`config.mk`:
```
export PLATFORM = sky130hd
export DESIGN_NAME = stereo_matrix_gain
export DESIGN_NICKNAME = d
export VERILOG_FILES = /design/src/rtl/stereo_pkg.sv /design/src/rtl/shiftadd_mult.sv /design/src/rtl/stereo_matrix_gain.sv
export SDC_FILE = /design/constraint.sdc
export NUM_CORES = 1
export LEC_CHECK = 0
export CAP_MARGIN = 20
export CELL_PAD_IN_SITES_DETAIL_PLACEMENT = 0
export CELL_PAD_IN_SITES_GLOBAL_PLACEMENT = 1
export CORE_UTILIZATION = 38
export CTS_CLUSTER_SIZE = 8
export DETAILED_ROUTE_END_ITERATION = 10
export PLACE_DENSITY = 0.8
export SLEW_MARGIN = 10
export SYNTH_ARGS = -nofsm -noshare
export SYNTH_HDL_FRONTEND = slang
export SYNTH_SLANG_ARGS = --single-unit
```
`constraint.sdc`:
```
create_clock -name clock -period 8 [get_ports clock]
set_input_delay 1.6 -clock clock [delete_from_list [all_inputs] [get_ports clock]]
set_output_delay 1.6 -clock clock [all_outputs]
set_load 0.02 [all_outputs]
```
`src/rtl/stereo_pkg.sv`:
```
// Shared definitions for the stereo sum/difference gain stage:
// default sizes, derived widths, FSM encoding and saturation bounds.
package stereo_pkg;

  localparam int NBITS_DEF   = 18;
  localparam int K_NBITS_DEF = 4;
  localparam int K_FRAC_DEF  = 3;

  // Width of L+R / L-R: one extra bit so the sum can never overflow.
  function automatic int sum_w(input int nbits);
    return nbits + 1;
  endfunction

  // Width of the gain product: sum width plus the gain word width.
  function automatic int prod_w(input int nbits, input int k_nbits);
    return nbits + k_nbits + 1;
  endfunction

  localparam int SUMW  = sum_w(NBITS_DEF);
  localparam int PRODW = prod_w(NBITS_DEF, K_NBITS_DEF);

  typedef enum logic [1:0] {
    IDLE = 2'd0,
    MUL  = 2'd1,
    SAT  = 2'd2
  } state_e;

  // Largest positive value of an nbits-wide two's complement word.
  function automatic longint sat_max(input int nbits);
    return (longint'(1) << (nbits - 1)) - 1;
  endfunction

  // Most negative value of an nbits-wide two's complement word.
  function automatic longint sat_min(input int nbits);
    return -(longint'(1) << (nbits - 1));
  endfunction

endpackage

```
`src/rtl/shiftadd_mult.sv`:
```
// Sequential signed x unsigned multiplier: one multiplier bit per cycle,
// LSB first, B_W cycles after a start pulse. p_o holds the finished
// product from the cycle after done_o until the next start.
module shiftadd_mult #(
  parameter int A_W = 19,
  parameter int B_W = 4,
  parameter int P_W = 23
) (
  input  logic                  clock,
  input  logic                  reset,
  input  logic                  start_i,
  input  logic signed [A_W-1:0] a_i,
  input  logic        [B_W-1:0] b_i,
  output logic                  busy_o,
  output logic                  done_o,
  output logic signed [P_W-1:0] p_o
);

  localparam int CW = (B_W > 1) ? $clog2(B_W) : 1;
  localparam logic [CW-1:0] LAST = CW'(B_W - 1);

  logic signed [P_W-1:0] mcand_q, mcand_d;
  logic signed [P_W-1:0] acc_q,   acc_d;
  logic        [B_W-1:0] mplier_q, mplier_d;
  logic        [CW-1:0]  cnt_q,   cnt_d;
  logic                  busy_q,  busy_d;

  // Load operands on start, then add the shifted multiplicand per set bit.
  always_comb begin
    // NOTE: every next-state signal takes its current value first, so no
    // path through this block leaves it unassigned and no latch is inferred.
    mcand_d  = mcand_q;
    acc_d    = acc_q;
    mplier_d = mplier_q;
    cnt_d    = cnt_q;
    busy_d   = busy_q;
    if (start_i) begin
      mcand_d  = P_W'(a_i);
      acc_d    = '0;
      mplier_d = b_i;
      cnt_d    = '0;
      busy_d   = 1'b1;
    end else if (busy_q) begin
      if (mplier_q[0]) acc_d = acc_q + mcand_q;
      mcand_d  = mcand_q <<< 1;
      mplier_d = mplier_q >> 1;
      cnt_d    = cnt_q + 1'b1;
      if (cnt_q == LAST) busy_d = 1'b0;
    end
  end

  // Datapath and control registers.
  always_ff @(posedge clock or posedge reset) begin
    // NOTE: registers are updated with non-blocking assignments so every
    // flop samples the pre-edge values, independent of statement order.
    if (reset) begin
      mcand_q  <= '0;
      acc_q    <= '0;
      mplier_q <= '0;
      cnt_q    <= '0;
      busy_q   <= 1'b0;
    end else begin
      mcand_q  <= mcand_d;
      acc_q    <= acc_d;
      mplier_q <= mplier_d;
      cnt_q    <= cnt_d;
      busy_q   <= busy_d;
    end
  end

  assign busy_o = busy_q;
  assign done_o = busy_q && (cnt_q == LAST);
  assign p_o    = acc_q;

endmodule

```
`src/rtl/stereo_matrix_gain.sv`:
```
// Stereo matrix gain stage: per sample strobe forms L+R and L-R, scales
// each by an unsigned fixed-point gain (unity = 2^K_FRAC on (L+R)/2),
// saturates to NBITS and presents the pair with a one-cycle valid pulse.
module stereo_matrix_gain
  import stereo_pkg::*;
#(
  parameter int NBITS   = NBITS_DEF,
  parameter int K_NBITS = K_NBITS_DEF,
  parameter int K_FRAC  = K_FRAC_DEF
) (
  input  logic                    clock,
  input  logic                    reset,
  input  logic                    enableclk,
  input  logic signed [NBITS-1:0] LEFTin,
  input  logic signed [NBITS-1:0] RIGHTin,
  input  logic      [K_NBITS-1:0] Ks,
  input  logic      [K_NBITS-1:0] Kd,
  input  logic                    mono,
  input  logic                    clr_overrun,
  output logic signed [NBITS-1:0] SUMout,
  output logic signed [NBITS-1:0] DIFout,
  output logic                    valid_out,
  output logic                    clip_sum,
  output logic                    clip_dif,
  output logic                    busy,
  output logic                    overrun
);

  localparam int SW = sum_w(NBITS);
  localparam int PW = prod_w(NBITS, K_NBITS);

  localparam logic signed [PW-1:0]    Y_MAX   = PW'(sat_max(NBITS));
  localparam logic signed [PW-1:0]    Y_MIN   = PW'(sat_min(NBITS));
  localparam logic signed [NBITS-1:0] OUT_MAX = NBITS'(sat_max(NBITS));
  localparam logic signed [NBITS-1:0] OUT_MIN = NBITS'(sat_min(NBITS));

  state_e state_q, state_d;

  logic signed [NBITS-1:0] sum_q, sum_d, dif_q, dif_d;
  logic                    clip_s_q, clip_s_d, clip_d_q, clip_d_d;
  logic                    valid_q, valid_d, overrun_q, overrun_d;

  logic signed [SW-1:0] s_in, d_in;
  logic signed [PW-1:0] p_s, p_d, y_s, y_d;
  logic                 s_busy, d_busy, s_done, d_done, start;

  // Sum/difference of the live inputs; captured by the multipliers on start.
  always_comb begin
    s_in = SW'(LEFTin) + SW'(RIGHTin);
    d_in = mono ? '0 : SW'(LEFTin) - SW'(RIGHTin);
  end

  assign start = (state_q == IDLE) && enableclk && !s_busy && !d_busy;

  shiftadd_mult #(.A_W(SW), .B_W(K_NBITS), .P_W(PW)) u_mult_sum (
    .clock   (clock),
    .reset   (reset),
    .start_i (start),
    .a_i     (s_in),
    .b_i     (Ks),
    .busy_o  (s_busy),
    .done_o  (s_done),
    .p_o     (p_s)
  );

  shiftadd_mult #(.A_W(SW), .B_W(K_NBITS), .P_W(PW)) u_mult_dif (
    .clock   (clock),
    .reset   (reset),
    .start_i (start),
    .a_i     (d_in),
    .b_i     (Kd),
    .busy_o  (d_busy),
    .done_o  (d_done),
    .p_o     (p_d)
  );

  // Remove the gain fraction and the implicit /2; >>> floors toward -inf.
  assign y_s = p_s >>> (K_FRAC + 1);
  assign y_d = p_d >>> (K_FRAC + 1);

  // Next state, output capture with saturation, and the sticky overrun flag.
  always_comb begin
    state_d   = state_q;
    sum_d     = sum_q;
    dif_d     = dif_q;
    clip_s_d  = clip_s_q;
    clip_d_d  = clip_d_q;
    valid_d   = 1'b0;
    overrun_d = overrun_q;

    unique case (state_q)
      IDLE: if (start) state_d = MUL;
      MUL:  if (s_done && d_done) state_d = SAT;
      SAT: begin
        state_d = IDLE;
        valid_d = 1'b1;
        if (y_s > Y_MAX) begin
          sum_d = OUT_MAX; clip_s_d = 1'b1;
        end else if (y_s < Y_MIN) begin
          sum_d = OUT_MIN; clip_s_d = 1'b1;
        end else begin
          sum_d = y_s[NBITS-1:0]; clip_s_d = 1'b0;
        end
        if (y_d > Y_MAX) begin
          dif_d = OUT_MAX; clip_d_d = 1'b1;
        end else if (y_d < Y_MIN) begin
          dif_d = OUT_MIN; clip_d_d = 1'b1;
        end else begin
          dif_d = y_d[NBITS-1:0]; clip_d_d = 1'b0;
        end
      end
      default: state_d = IDLE;
    endcase

    // A strobe during a busy cycle beats a simultaneous clear.
    if (enableclk && (state_q != IDLE)) overrun_d = 1'b1;
    else if (clr_overrun)               overrun_d = 1'b0;
  end

  // State and output registers.
  always_ff @(posedge clock or posedge reset) begin
    if (reset) begin
      state_q   <= IDLE;
      sum_q     <= '0;
      dif_q     <= '0;
      clip_s_q  <= 1'b0;
      clip_d_q  <= 1'b0;
      valid_q   <= 1'b0;
      overrun_q <= 1'b0;
    end else begin
      state_q   <= state_d;
      sum_q     <= sum_d;
      dif_q     <= dif_d;
      clip_s_q  <= clip_s_d;
      clip_d_q  <= clip_d_d;
      valid_q   <= valid_d;
      overrun_q <= overrun_d;
    end
  end

  assign SUMout    = sum_q;
  assign DIFout    = dif_q;
  assign clip_sum  = clip_s_q;
  assign clip_dif  = clip_d_q;
  assign valid_out = valid_q;
  assign overrun   = overrun_q;
  assign busy      = (state_q != IDLE);

endmodule

```
### After elaboration in Yosys (flattened, before gate mapping)

Index checks and enable logic that the tools add are counted.

| word-level totals | value |
|---|---|
| memory bits (writable) | 0 |
| output and inout bits | 41 |
| bits in latches | 0 |
| memory bits (read-only) | 0 |
| bits of input ports | 49 |
| register bits | 148 |
| logic and storage cells | 91 |
| memories kept | 0 |

| operators by class | value |
|---|---|
| order comparisons | 4 |
| add/sub/neg operators | 6 |
| $mul | 0 |
| reductions and logical operators | 19 |
| equal/unequal tests | 6 |
| mux-type cells | 39 |
| shift-type cells | 0 |
| div/mod/pow operators | 0 |
| bitwise operators | 0 |

Operator list:

| cell | number |
|---|---|
| 23-bit two-way mux | 10 |
| 18-bit two-way mux | 4 |
| 23-bit adder | 2 |
| 19-bit by 18-bit greater-than comparator with 1-bit output (second input constant) | 2 |
| 19-bit by 18-bit < comparator with 1-bit output (second input constant) | 2 |
| 18-bit by 18-bit adder with 19-bit output | 1 |
| 19-bit two-way mux | 1 |
| 18-bit by 18-bit subtractor with 19-bit output | 1 |
| 4-bit two-way mux | 4 |
| 1-bit two-way mux | 13 |
| 2-bit two-way mux | 6 |
| 2-bit nonzero test | 6 |
| 1-bit logical AND | 7 |
| 2-bit equality test (second input constant) | 3 |
| 2-bit AND reduction | 3 |
| 2-bit by 1-bit adder with 2-bit output (second input constant) | 2 |
| 2-bit != test (second input constant) | 2 |
| 2-bit case mux with 2 select lines | 1 |
| 2-bit by 1-bit equality test with 1-bit output (second input constant) | 1 |
| 1-bit logical NOT | 2 |
| 2-bit logical NOT | 1 |

### Logic depth before layout (Yosys ltp)

Gate-level depths: netlist (run 1).

| logic depth | value |
|---|---|
| word-level depth | 6 |
| depth in mapped cells | 13 |
| mapped depth without buffers | 13 |

### Modules after synthesis

Synthesis (run 1) repeated with hierarchy kept, for this count alone.

| unflattened totals | value |
|---|---|
| cells, all modules | 1283 |
| area, all modules | 10819.1 µm² |

By module, submodules not included:

| module | cells each | sequential area each (µm²) | area an instance (µm²) | instances |
|---|---|---|---|---|
| stereo_matrix_gain | 506 | 1051.0 | 3908.7 | 1 |
| shiftadd_mult (u_mult_sum) | 392 | 1326.3 | 3468.3 | 1 |
| shiftadd_mult (u_mult_dif) | 385 | 1326.3 | 3442.1 | 1 |

### Least setup slack after synthesis (run 1)

OpenSTA, ideal clock, no wires.

| timing | value |
|---|---|
| path kind | input to register |
| start | input LEFTin[0] |
| end | register u_mult_sum.mcand_q[19] |
| path slack | 4029 ps |
| library setup time | 130 ps |
| buffers on the path | 0 |
| arrival | 3841 ps |
| cell stages on the path | 12 |
| required time | 7870 ps |
| cells stage by stage | ha_1 inv_1 fa_1 o21bai_4 a21oi_2 o21ai_2 a31oi_1 o41ai_2 a21oi_1 or4_4 a221oi_4 nor2_1 |

| on the way | value |
|---|---|
| longest elaborated chain between the ends | 2 |

RTL lines:

| item | RTL line | RTL |
|---|---|---|
| from (decl) | stereo_matrix_gain.sv:14 | `input logic signed [NBITS-1:0] LEFTin,` |
| 18-bit by 18-bit adder with 19-bit output | stereo_matrix_gain.sv:49 | `s_in = SW'(LEFTin) + SW'(RIGHTin);` |
| 23-bit two-way mux | shiftadd_mult.sv:37 | `if (start_i) begin` |
| to (signal assigned) | shiftadd_mult.sv:63 | `mcand_q <= mcand_d;` |
| to (decl) | shiftadd_mult.sv:22 | `logic signed [P_W-1:0] mcand_q, mcand_d;` |

No other way between the ends.
A chain may end at the register's enable or synchronous reset.

### Final worst setup path (run 1)

| timing | value |
|---|---|
| start | input LEFTin[0] |
| end | register u_mult_dif.mcand_q[19] |

| on the way | value |
|---|---|
| longest elaborated chain between the ends | 3 |

RTL lines:

| item | RTL line | RTL |
|---|---|---|
| 18-bit by 18-bit subtractor with 19-bit output | stereo_matrix_gain.sv:50 | `d_in = mono ? '0 : SW'(LEFTin) - SW'(RIGHTin);` |
| 19-bit two-way mux | stereo_matrix_gain.sv:50 |  |
| 23-bit two-way mux | shiftadd_mult.sv:37 |  |
| to (signal assigned) | shiftadd_mult.sv:63 |  |
| to (decl) | shiftadd_mult.sv:22 |  |

No other way between the ends.

==> results.md, run 1 <==
* Yosys reg bits at ~150
* CTS Hold Bufs at 0
* Status: finished, final reports clean
* Post-cts sizing count at 0
* Synth top area cells: dfrtp_1 (38%), ha_1 (11%), o21ai_0 (7.6%)
* Reg2Reg Capture Point: u_mult_dif.p_o[22]
* Die area at 26,200 µm²
* Hold_ws at about 470 ps
* Area grow syn2layout at 18.9%
* Placed instance area at 10,900 µm²
* Router iterations before antenna repair at 6
* Top_reg_cell synth: dfrtp_1
* Die H at 162 µm
* Final core occ at between 40 and 50%
* Worst r2r src: u_mult_dif.mcand_q[0]
* Pwr dens at 335 nW/µm²
* Syn_nets at around 1,200
* Synth top area share at 38.1%
* Post-synthesis sequential area ratio at 38.1%
* DRC violations left at 0
* Final Critical Period at 4400 ps
* Clock Path Buffers at 2
* Fmax at 227 MHz
* Req. time, crit path at 8270 ps
* RSZ-0062 raised after global routing: false
* Internal power at roughly 2.3 mW
* Ordered cell list for the critical path: clkdlybuf4s50_1 -> inv_1 -> ha_1 -> inv_1 -> fa_1 -> a21oi_1 -> o21bai_1 -> a21oi_1 -> o31ai_2 -> a211oi_1 -> o31ai_1 -> a2111oi_0 -> o21ai_1 -> o211ai_1
* Non-Filler Cell Area, Final at 11,600 µm²
* Clock Tree Root: clkbuf_16
* Antenna violations before repair at 0
* Dpl hpwl at 17,300 µm
* Largest net degree at the start of global routing at 86
* Switching pwr at roughly 1.5 mW
* Fin Setup TNS at 0 ps
* Placed cells at 1,479
* Comb power frac at 45.4%
* WL final at 23,200 µm
* Sw Share at a little under 40%
* Slowest stage delay, CP at around 490 ps
* Post-synth cell types at 72
* Tightest Hold Check Type: reg -> reg
* CTS sink cnt at about 150
* Initial DRC count at 603
* Syn Area/Cell at 8.82 µm²
* # IOs at 90
* Number of post-CTS setup repair buffers at 0
* Min-Delay Endpoint: DIFout[17]
* R2r setup slk at about 5000 ps
* Hold path cells at 2
* Layout Nets at 1,304
* Final setup viols at 0
* Final-report hold violation count at 0
* Total Routing Usage GR at 18.5%
* Post-synth ARST share at 100%
* Port Buffers at 89
* Largest area contributor in the synthesized netlist: dfrtp_1
* Syn Std Cell Area at between 9000 and 10,000 µm²
* Clk_lat worst skew at 420 ps
* Worst Clk Skew at 9.40 ps
* Starting Density at between 30% and 40%
* CP max-delay cell: clkdlybuf4s50_1
* Vias after detailed routing at 8,004
* Die Width at 162 µm
* CP top delay family: compound AO/OA/AOI/OAI gates
* Core region area at 25,100 µm²
* WL/cell at 15.4 µm
* Worst Setup Path Type: in -> reg
* Detail Route Antenna Nets at 0
* Leak Pwr at 5.22 nW
* Layout cell share with drive strength beyond 1 at 5.67%
* Fill cells at 2,531
* Vias in the first global route at roughly 7,500
* CTS tree: done
* First-pass GRT wire length at 39,200 µm
* Setup ws final at 3600 ps
* Crit-path max FO at 5
* Tot Pwr at 3.87 mW
* Pre-CTS setup slack at roughly 3200 ps
* Max-slew violation count at 0
* Num CTS Buffers at 17
* Htree depth at 4
* Post-synth EDFFs at 0
* Post-Synthesis Cells at approximately 1,100
* Endpoint class of the critical path: flip-flop
* Crit path DAT at 4660 ps
* Final Non-Filler Cells at approximately 1,500
* Synth warn at 0
* VDD IR max at 0.171 mV
* Rows at 58
* HP Start: DIFout[17]
* Clk slew on worst S/H paths at 60 ps
* # diodes at 0
* CP Buf/Inv Count at 3
* Worst r2r path cells at 12
* Final period utilization at between 50% and 60%
* Remaining global-route overflow at 0
* Startpoint types: input port
* Worst Tran Pin Value at a little under 1000 ps
* Synth cell count leaders: dfrtp_1 (148), o21ai_0 (148), nand2_1 (123), ha_1 (82), a21oi_1 (68)
* Maximum Capacitance Violations at 0
* Clk network pwr share at 22.7%
* Vias per inst at between 5 and 6
* Slew headroom at 35.8%
* Placer Congestion at 0.861
* Flop pwr share at 31.9%
## registers in the layout, indices dropped and copies added (netlist names), 2 cells and up
name,flops
u_mult_dif.mcand_q,23
u_mult_dif.p_o,23
u_mult_sum.mcand_q,23
u_mult_sum.p_o,23
DIFout,18
SUMout,18
u_mult_dif.mplier_q,4
u_mult_sum.mplier_q,4
state_q,2
u_mult_dif.cnt_q,2
u_mult_sum.cnt_q,2
## layout by cell type (no fill, tap or decap), types with 11 or more instances in the layout
cell and instances:
a211oi_1 14, a21o_1 16, a21oi_1 68, clkbuf_16 17, clkdlybuf4s50_1 89, dfrtp_1 148, ha_1 82, inv_1 59
mux2i_1 19, nand2_1 123, nand2b_1 15, nand3_1 50, nor2_1 51, nor2b_1 14, nor3_1 21, o211ai_1 11
o21ai_0 148, o21bai_1 11, xnor2_1 35, xor2_1 26
## worst max-delay path by stage
stage / startpoint / end / depth (start not counted)
global placement: RIGHTin[2] / u_mult_dif.mcand_q[18] / 12
CTS: LEFTin[0] / u_mult_dif.mcand_q[19] / 14
floorplan: reset / DIFout[0] / 1
finish: LEFTin[0] / u_mult_dif.mcand_q[19] / 14
global route: LEFTin[0] / u_mult_dif.mcand_q[19] / 14
detailed placement: LEFTin[0] / u_mult_dif.mcand_q[19] / 14
## layer usage
layer  up-vias  GRT usage (%)  routed length, µm
met5         -              0                  0
met4         0           5.27                354
met3        26           2.50                850
met2       161           27.4               9820
met1      3720           27.9              12200
li1       4097              -                  -
## power by group through the flow
stage                     combinational [mW]  sequential, mW  clock (mW)
after floorplan                         1.37            1.18           0
after detailed placement                1.74            1.25           0
after CTS                               1.75            1.23       0.895
after global placement                  1.72            1.24           0
after global routing                    2.00            1.27       0.922
final                                   1.75            1.24       0.879
## cell type report
cell class | count | area, µm² | area share (%)
Inverter | 62 | 238 | 2.06
Clock buffer | 22 | 464 | 4.02
Multi-Input combinational cell | 841 | 5590 | 48.4
Clock inverter | 10 | 178 | 1.54
Timing Repair Buffer | 99 | 966 | 8.36
Sequential cell | 148 | 3700 | 32.0
Tap cell | 330 | 413 | 3.57
## worst reg2reg max path, delay by kind of cell, from the launching register on
| kind | cells | cell delay [ps] |
|---|---|---|
| simple gates | 1 | 170 |
| compound gates | 6 | 1270 |
| mux | 2 | 370 |
| flops | 1 | 390 |
| buf+inv | 1 | 60 |
| fa+ha+maj | 2 | 610 |
## logic make-up after synthesis
kind of cell             Yosys count  share of synthesized area, %
buffers and inverters            113                          4.45
flip-flops                       148                          38.1
multiplexers                      19                          1.96
adder cells (fa/ha/maj)           86                          11.4
AO/OA/AOI/OAI                    364                          23.8
AND/OR/NAND/NOR                  311                          14.8
XOR/XNOR                          61                          5.49
Note: power is estimated with default switching activity, not from simulation.
==> inputs of run 2 (changes only) <==
PLACE_DENSITY = 0.82   (was 0.8)
clock period = 4 ns   (was 8 ns; I/O delays follow)
==> run 2 against run 1 <==
- sequential power is 99% higher
- setup slack worse by 3100 ps
- critical path depth unchanged
- hold slack worse by 2.3 ps
- non-clock buffer count up 9
- critical path type unchanged
- critical endpoint unchanged
- flip-flop and latch count unchanged
==> results.md, run 2 (synthesized netlist as in run 1, its figures left out) <==
* Initial DRC count at around 560
* Slew headroom at 36.2%
* R2r setup slk at 990 ps
* Placed instance area at 11,000 µm²
* Clock Path Buffers at 2
* Die H at 162 µm
* Crit-path max FO at 5
* Setup crit start: LEFTin[0]
* Max-slew violation count at 0
* Htree depth at 4
* Number of post-CTS setup repair buffers at 0
* Router iterations before antenna repair at 5
* WL final at between 20,000 and 25,000 µm
* Crit path DAT at between 3000 and 4000 ps
* RSZ-0062 raised after global routing: false
* Vias per inst at ~5.3
* Switching pwr at 3.06 mW
* Placer Congestion at between 0.8 and 0.9
* Flop pwr share at 32.1%
* WL/cell at 15.4 µm
* Hold path cells at 2
* Worst r2r src: u_mult_sum.mcand_q[0]
* First-pass GRT wire length at 39,300 µm
* Clk network pwr share at 22.2%
* Die area at 26,200 µm²
* Port Buffers at 89
* Worst Setup Path Type: in -> reg
* Antenna violations before repair at 0
* Internal power at around 4.7 mW
* Post-cts sizing count at 0
* Fin Setup TNS at 0 ps
* Layout Nets at 1,313
* CTS tree: done
* Area grow syn2layout at 19.9%
* Final setup viols at 0
* CTS Hold Bufs at 0
* Reg2Reg Capture Point: u_mult_sum.p_o[22]
* Tot Pwr at 7.72 mW
* Fmax at roughly 280 MHz
* Num CTS Buffers at 17
* Clock Tree Root: clkbuf_16
* Tightest Hold Check Type: reg -> reg
* Pwr dens at roughly 660 nW/µm²
* Largest net degree at the start of global routing at 74
* Vias after detailed routing at 7,992
* Detail Route Antenna Nets at 0
* # diodes at 0
* HP Start: SUMout[17]
* Non-Filler Cell Area, Final at 11,700 µm²
* Endpoint class of the critical path: flip-flop
* Comb power frac at 45.7%
* Final period utilization at 88.3%
* Commonest cells after routing, fill and taps aside: dfrtp_1 (148), o21ai_0 (148), nand2_1 (123), clkdlybuf4s50_1 (89), ha_1 (82)
* Worst Clk Skew at just over 10 ps
* CTS sink cnt at roughly 150
* Rows at 58
* Status: finished, final reports clean
* Worst r2r path cells at 12
* Fill cells at 2,483
* Remaining global-route overflow at 0
* Min-Delay Endpoint: SUMout[17]
* Layout cell share with drive strength beyond 1 at around 6.4%
* # IOs at 90
* Clk_lat worst skew at 420 ps
* Final Critical Period at 3530 ps
* Die Width at 162 µm
* VDD IR max at 0.350 mV
* Starting Density at 38.7%
* Total Routing Usage GR at 18.6%
* Maximum Capacitance Violations at 0
* Final-report hold violation count at 0
* Clk slew on worst S/H paths at 60 ps
* DRC violations left at 0
* Worst Tran Pin Value at between 900 and 1000 ps
* Sw Share at around two fifths
* Req. time, crit path at 4270 ps
* Dpl hpwl at 17,900 µm
* Startpoint types: input port
* Leak Pwr at 5.27 nW
* Core region area at 25,100 µm²
* Vias in the first global route at 7,510
run 2: changes by cell type in the layout (fill, tap and decap cells not counted), sizes merged:
cell,before,now
buf,10,19
bufinv,5,4
clkinv,4,3
run 2: worst max path at each step:
stage / end / cells past startpoint
6_report: u_mult_dif.mcand_q[19] / 14
5_1_grt: u_mult_dif.mcand_q[20] / 14
4_1_cts: u_mult_dif.mcand_q[18] / 14
3_5_place_dp: u_mult_dif.mcand_q[18] / 14
3_3_place_gp: u_mult_dif.mcand_q[21] / 14
2_1_floorplan: u_mult_sum.mcand_q[19] / 12
run 2: critical path: stages:
cell	delay (ps)
clkdlybuf4s50_1	490
inv_1	50
ha_1	200
inv_1	80
fa_1	200
a21oi_1	70
o21bai_1	210
a21oi_1	140
o31ai_2	360
a211oi_1	150
o31ai_1	370
a2111oi_0	170
o21ai_1	370
o211ai_1	150
run 2: routing by layer:
layer / routed length [µm] / vias to the layer above / global-route usage, %
met1: 12100 / 3706 / 27.6
met3: 891 / 16 / 2.76
met5: 0 / - / 0
li1: - / 4107 / -
met2: 10200 / 163 / 28.0
met4: 275 / 0 / 5.15
run 2: area by class of cell:
class                      count  area [µm²]  share of cell area [%]
multi-input combinational    841        5590                    48.0
sequential                   148        3700                    31.8
timing repair buffer         108        1080                    9.25
clock buffer                  22         484                    4.15
tap                          330         413                    3.54
inverter                      62         236                    2.03
clock inverter                 8         148                    1.27
run 2: through the flow:
step,hold slack [ps],setup slack (ps),util [%],cells
after floorplan,446,829,-,1102
after global routing,491,255,46.4,1519
after CTS,480,501,46.4,1518
after detailed placement,465,56.9,43.9,1488
after global placement,459,129,43.9,1488
final,471,468,46.4,1519
run 2: power groups by stage:
stage | clock network [mW] | logic (mW) | registers, mW
global placement | 0 | 3.44 | 2.48
finish | 1.71 | 3.53 | 2.47
global route | 1.81 | 4.00 | 2.55
floorplan | 0 | 2.74 | 2.35
detailed placement | 0 | 3.51 | 2.50
CTS | 1.76 | 3.53 | 2.47
